==> src/rtl/adpll_hop_seq.sv <==
// Channel-hop sequencer: reprograms the ADPLL over its register port, then polls
// for lock, saturation or timeout and parks the ADPLL disabled on any failure.
`ifndef ADPLL_ADDR_W
`define ADPLL_ADDR_W 8
`endif
`ifndef FCWW
`define FCWW 26
`endif
`ifndef ADPLL_EN
`define ADPLL_EN 'h00
`endif
`ifndef FCW
`define FCW 'h04
`endif
`ifndef ADPLL_MODE
`define ADPLL_MODE 'h08
`endif
`ifndef ADPLL_LOCK
`define ADPLL_LOCK 'h0C
`endif
`ifndef ADPLL_SAT
`define ADPLL_SAT 'h10
`endif

module adpll_hop_seq #(
  parameter int ADDR_W       = `ADPLL_ADDR_W,
  parameter int FCWW         = `FCWW,
  parameter int POLL_GAP     = 16,
  parameter int LOCK_TIMEOUT = 20000
) (
  input  logic              clk,
  input  logic              rst,
  input  logic              start,
  input  logic              abort,
  input  logic [FCWW-1:0]   fcw_in,
  input  logic [1:0]        mode_in,
  output logic              busy,
  output logic              done,
  output logic              locked,
  output logic              err_timeout,
  output logic              err_sat,
  output logic              valid,
  output logic [ADDR_W-1:0] address,
  output logic [31:0]       wdata,
  output logic              wstrb,
  input  logic [31:0]       rdata,
  input  logic              ready
);

  typedef enum logic [3:0] {
    IDLE, WR_DIS, WR_FCW, WR_MODE, WR_EN, GAP, RD_LOCK, RD_SAT, WR_OFF, FIN
  } state_t;

  localparam logic [15:0] TMAX    = 16'(LOCK_TIMEOUT);
  localparam logic [7:0]  GAP_END = 8'(POLL_GAP - 1);

  state_t            state_q, state_d;
  logic              gap_q, gap_d;
  logic              rbit_q, rbit_d;
  logic [FCWW-1:0]   fcw_q, fcw_d;
  logic [1:0]        mode_q, mode_d;
  logic [15:0]       tcnt_q, tcnt_d;
  logic [7:0]        pcnt_q, pcnt_d;
  logic              abort_q, abort_d;
  logic              locked_q, locked_d;
  logic              err_timeout_q, err_timeout_d;
  logic              err_sat_q, err_sat_d;
  logic              in_txn;
  logic              unused_rdata;

  assign unused_rdata = ^rdata[31:1];
  assign busy         = (state_q != IDLE);
  assign done         = (state_q == FIN);
  assign locked       = locked_q;
  assign err_timeout  = err_timeout_q;
  assign err_sat      = err_sat_q;

  // The gap cycle after a handshake stays in the transaction state with valid low.
  always_comb begin
    in_txn  = 1'b1;
    address = '0;
    wdata   = '0;
    wstrb   = 1'b0;
    case (state_q)
      WR_DIS:  begin address = ADDR_W'(`ADPLL_EN);   wstrb = 1'b1; end
      WR_FCW:  begin address = ADDR_W'(`FCW);        wstrb = 1'b1; wdata = 32'(fcw_q); end
      WR_MODE: begin address = ADDR_W'(`ADPLL_MODE); wstrb = 1'b1; wdata = {30'd0, mode_q}; end
      WR_EN:   begin address = ADDR_W'(`ADPLL_EN);   wstrb = 1'b1; wdata = 32'd1; end
      WR_OFF:  begin address = ADDR_W'(`ADPLL_EN);   wstrb = 1'b1; end
      RD_LOCK: address = ADDR_W'(`ADPLL_LOCK);
      RD_SAT:  address = ADDR_W'(`ADPLL_SAT);
      default: in_txn = 1'b0;
    endcase
    valid = in_txn && !gap_q;
  end

  always_comb begin
    state_d       = state_q;
    gap_d         = 1'b0;
    rbit_d        = rbit_q;
    fcw_d         = fcw_q;
    mode_d        = mode_q;
    tcnt_d        = tcnt_q;
    pcnt_d        = pcnt_q;
    abort_d       = abort_q | (abort & busy);
    locked_d      = locked_q;
    err_timeout_d = err_timeout_q;
    err_sat_d     = err_sat_q;

    if ((state_q inside {WR_EN, GAP, RD_LOCK, RD_SAT, WR_OFF}) && (tcnt_q != TMAX))
      tcnt_d = tcnt_q + 16'd1;

    case (state_q)
      IDLE: begin
        abort_d = 1'b0;
        if (start) begin
          fcw_d         = fcw_in;
          mode_d        = mode_in;
          locked_d      = 1'b0;
          err_timeout_d = 1'b0;
          err_sat_d     = 1'b0;
          tcnt_d        = '0;
          state_d       = WR_DIS;
        end
      end
      GAP: begin
        if (abort_d) begin
          state_d = WR_OFF;
        end else if (pcnt_q == GAP_END) begin
          if (tcnt_q == TMAX) begin
            err_timeout_d = 1'b1;
            state_d       = WR_OFF;
          end else begin
            state_d = RD_LOCK;
          end
        end else begin
          pcnt_d = pcnt_q + 8'd1;
        end
      end
      FIN: begin
        abort_d = 1'b0;
        state_d = IDLE;
      end
      default: begin
        if (!gap_q) begin
          if (valid && ready) begin
            gap_d  = 1'b1;
            rbit_d = rdata[0];
          end
        end else begin
          case (state_q)
            WR_DIS:  state_d = WR_FCW;
            WR_FCW:  state_d = WR_MODE;
            WR_MODE: begin state_d = WR_EN; tcnt_d = '0; end
            WR_EN:   state_d = RD_LOCK;
            RD_LOCK: begin
              if (rbit_q) begin locked_d = 1'b1; state_d = FIN; end
              else state_d = RD_SAT;
            end
            RD_SAT: begin
              if (rbit_q) begin err_sat_d = 1'b1; state_d = WR_OFF; end
              else begin pcnt_d = '0; state_d = GAP; end
            end
            WR_OFF:  state_d = FIN;
            default: state_d = IDLE;
          endcase
          // A pending abort overrides any result once the current transaction ends.
          if (abort_d && (state_q != WR_OFF)) begin
            state_d       = WR_OFF;
            locked_d      = 1'b0;
            err_timeout_d = 1'b0;
            err_sat_d     = 1'b0;
          end
        end
      end
    endcase
  end

  always_ff @(posedge clk) begin
    if (rst) begin
      state_q       <= IDLE;
      gap_q         <= 1'b0;
      rbit_q        <= 1'b0;
      fcw_q         <= '0;
      mode_q        <= '0;
      tcnt_q        <= '0;
      pcnt_q        <= '0;
      abort_q       <= 1'b0;
      locked_q      <= 1'b0;
      err_timeout_q <= 1'b0;
      err_sat_q     <= 1'b0;
    end else begin
      state_q       <= state_d;
      gap_q         <= gap_d;
      rbit_q        <= rbit_d;
      fcw_q         <= fcw_d;
      mode_q        <= mode_d;
      tcnt_q        <= tcnt_d;
      pcnt_q        <= pcnt_d;
      abort_q       <= abort_d;
      locked_q      <= locked_d;
      err_timeout_q <= err_timeout_d;
      err_sat_q     <= err_sat_d;
    end
  end

endmodule

==> config.mk <==
export PLATFORM = sky130hd
export DESIGN_NAME = adpll_hop_seq
export DESIGN_NICKNAME = d
export VERILOG_FILES = /design/src/rtl/adpll_hop_seq.sv
export SDC_FILE = /design/constraint.sdc
export NUM_CORES = 1
export LEC_CHECK = 0
export CAP_MARGIN = 40
export CORE_ASPECT_RATIO = 1.1
export CORE_MARGIN = 5
export CORE_UTILIZATION = 46
export DETAILED_ROUTE_END_ITERATION = 6
export PLACE_DENSITY = 0.85
export RECOVER_POWER = 100
export SLEW_MARGIN = 10
export SYNTH_ARGS = -nofsm -noshare
export SYNTH_HDL_FRONTEND = slang
export SYNTH_SLANG_ARGS = --single-unit
==> constraint.sdc <==
create_clock -name clk -period 2.13 [get_ports clk]
set_input_delay 0.426 -clock clk [delete_from_list [all_inputs] [get_ports clk]]
set_output_delay 0.426 -clock clk [all_outputs]
set_load 0.01 [all_outputs]
==> out/metrics.cfg <==
[run_status]
outcome=finished clean

[cells_and_area]
nNetsFinal=585
fill_cells=620
multi_input_area_sq_mm=0.00187
syn_to_final_growth_pct=37.0
n_antenna_cell=0
drive_above_1_share_pct=14.8
fin_util_pct=63.9
register_area_sq_mm=0.00125

[die]
core_sq_mm=0.00697
start_util_pct=46.7
dieArea_sq_mm=0.00885
std_cell_rows=32
die_h_um=98.2
pin_count=112
die_x_um=90.2

[power_and_ir_drop]
power.density_mw_per_mm2=1060
switching_share_pct=38.7
p_int_mw=2.91
clkPwrFrac_pct=21.4
seq_power_share_pct=31.9
p_leak_nw=1.97
combPwrFrac_pct=46.7
switchingPower_mw=1.84
ir_drop_uv=645

[sta]
layout_min_cycle_time_ns=2.05
relSlewSlack_pct=51.8
final_hold_viol_count=0
clock_skew_ns=0.00807
maxSlewViolCount=0
fmax_mhz=487
setup_viol=0
setup_ws_ns=0.0771
whs_ns=0.450
rsz0062_at_grt=yes
worstMarginPinSlew_ns=0.723
post-route-period-util_pct=96.4

[clock_tree]
cts-root-buf=clkbuf_8
postCtsHoldBufs=0
cts_made_buffers=9
clkTransAtPathRegs_ns=0.07
cts_max_level=3
clock_path_buffers=2
cts_sinks=62
tritoncts=done
clock_latency_ns=0.34

[synth]
avgSynthCellArea_sq_um=7.67
syn-instance-count=424
ys_seq_area_share_pct=38.2
netlist_area_sq_mm=0.00325
async_flop_share_pct=0
ys_warn_count=0
post_synth_num_cell_types=51
synth_edf_count=0
ys_ff_latch=62
synth_ff_type=dfxtp_1

[drt]
drtIter0Drc=189
drt-total-wl_um=9130
via_count=3346
routed_via_density=5.52
drcViolationCount=0
ant_nets=0
wl_per_cell_um=15.1
dr.pass1.iters=4

[place]
gp_congestion=0.925
dp_hpwl_um=6400
pre_cts_ws_ns=-0.0874
numPortBuffers=69

[worst_hold_path]
worstHoldStart=fcw_q[4]$_SDFFE_PP0P_
hp-class=reg2reg

[critical_path]
crit_path_max_fanout=24
worstPathCellList=buf_4, nor2_4, buf_12, and3_1, dlygate4sd2_1
slowest_stage=dfxtp_4
path_class=reg2out
crit_start=state_q[0]$_SDFFE_PP0P_
cpPeakStageDelay_ns=0.39
end_kind=primary output
worstPathArrival_ns=1.63
cp_data_required_time_ns=1.70
start_kind=register
path_buf_inv=3
rr_startpoint=tcnt_q[0]$_SDFF_PP0_
cp_top_family=buffers and inverters

[grt]
use_met1_pct=21.8
grt_use_met2_pct=34.1
grt-busiest-layer=met2
antenna_found_initial=0
globalRouteOverflowTotal=0
grt_pass1_vias=3292
grt_use_met3_pct=8.47
track_usage_pct=19.9
grt_max_degree=35
grt_first_pass_wirelength_um=14800

[flow_run]
drv_cap=0

==> layout make-up <==
| type | count | area share, % |
|---|---|---|
| timing repair buffer | 110 | 22.4 |
| clock inverter | 4 | 1.07 |
| inverter | 10 | 0.927 |
| multi-input combinational | 324 | 41.9 |
| clock buffer | 11 | 3.17 |
| sequential | 62 | 28.1 |
| tap | 85 | 2.39 |
==> state kept, by name, indices dropped and copies added (netlist names) <==
name,flops
abort_q,1
err_sat,1
err_timeout,1
fcw_q,26
gap_q,1
locked,1
mode_q,2
pcnt_q,8
rbit_q,1
state_q,4
tcnt_q,16
==> synth_stat cells (7+ instances only) <==
| cell type | instances | area [sq um] |
|---|---|---|
| and3_1 | 33 | 206 |
| buf_4 | 11 | 82.6 |
| dfxtp_1 | 62 | 1240 |
| o21ai_0 | 13 | 65.1 |
| xor2_1 | 9 | 78.8 |
| clkbuf_1 | 20 | 75.1 |
| or3_1 | 10 | 62.6 |
| a211oi_1 | 7 | 52.6 |
| inv_1 | 10 | 37.5 |
| a21oi_1 | 53 | 265 |
| nor2_1 | 31 | 116 |
| nand2_1 | 72 | 270 |
==> power by group through the flow <==
stage | Combinational [mW] | Sequential [mW] | Clock, mW
after floorplan | 1.33 | 1.42 | 0
after global placement | 2.08 | 1.49 | 0
after detailed placement | 2.12 | 1.50 | 0
after CTS | 2.14 | 1.50 | 1.04
after global routing | 2.42 | 1.53 | 1.10
final | 2.21 | 1.51 | 1.02
==> cell usage in the layout (no fill, tap or decap), types with 7 or more instances in the layout <==
| cell | synthesis | final |
|---|---|---|
| a211oi_1 | 7 | 7 |
| a21oi_1 | 53 | 53 |
| and3_1 | 33 | 33 |
| buf_4 | 11 | 34 |
| clkbuf_8 | 0 | 10 |
| clkdlybuf4s50_1 | 0 | 32 |
| conb_1 | 1 | 11 |
| dfxtp_1 | 62 | 58 |
| dlygate4sd2_1 | 0 | 27 |
| inv_1 | 10 | 9 |
| nand2_1 | 72 | 72 |
| nor2_1 | 31 | 28 |
| o21ai_0 | 13 | 12 |
| or3_1 | 10 | 10 |
| xor2_1 | 9 | 9 |
==> timing repair <==
| action | in CTS | in global routing |
|---|---|---|
| buffers inserted | 3 | 1 |
| endpoints found under the setup margin | 33 | 12 |
| resized for setup | 46 | 19 |
==> logic make-up after synthesis <==
kind of cell,count (synthesis),synth area share (%)
XOR/XNOR,14,3.77
flip-flops,62,38.2
other,1,0.115
AO/OA/AOI/OAI,102,19.3
multiplexers,3,0.923
AND/OR/NAND/NOR,191,29.3
buffers and inverters,48,7.27
adder cells (fa/ha/maj),3,1.15
==> worst reg2reg max path, cell delays in order, from the launching register on <==
cell and delay [ns]:
dfxtp_1 0.34, inv_1 0.09, ha_1 0.17, nor4bb_2 0.32
nand4_1 0.21, a2111oi_2 0.39, o21ai_1 0.16, a22o_1 0.25
==> worst paths after layout <==
check | cells past startpoint | end | slack [ns]
worst min-delay path | 2 | fcw_q[4]$_SDFFE_PP0P_ | 0.45
worst max-delay path | 5 | wdata[14] | 0.08
worst min register to register | 2 | fcw_q[4]$_SDFFE_PP0P_ | 0.45
worst max register to register | 7 | err_timeout$_SDFFE_PP0P_ | 0.10
==> metal layers <==
metal / up-vias / part of all wire, %
li1: 1655 / -
met1: 1549 / 39
met2: 125 / 50
met3: 17 / 9.4
met4: 0 / 1.7
met5: - / 0
==> stage by stage <==
step                instance area (sq um)  TNS, ns  power [mW]  cells
floorplan                            3290        0        2.75    434
global placement                     4190   -0.148        3.58    587
detailed placement                   4190   -0.314        3.63    587
CTS                                  4400  -0.0810        4.69    605
global route                         4450   -0.127        5.06    606
finish                               4450        0        4.74    606
No activity file was read; power rests on OpenSTA's default activity.
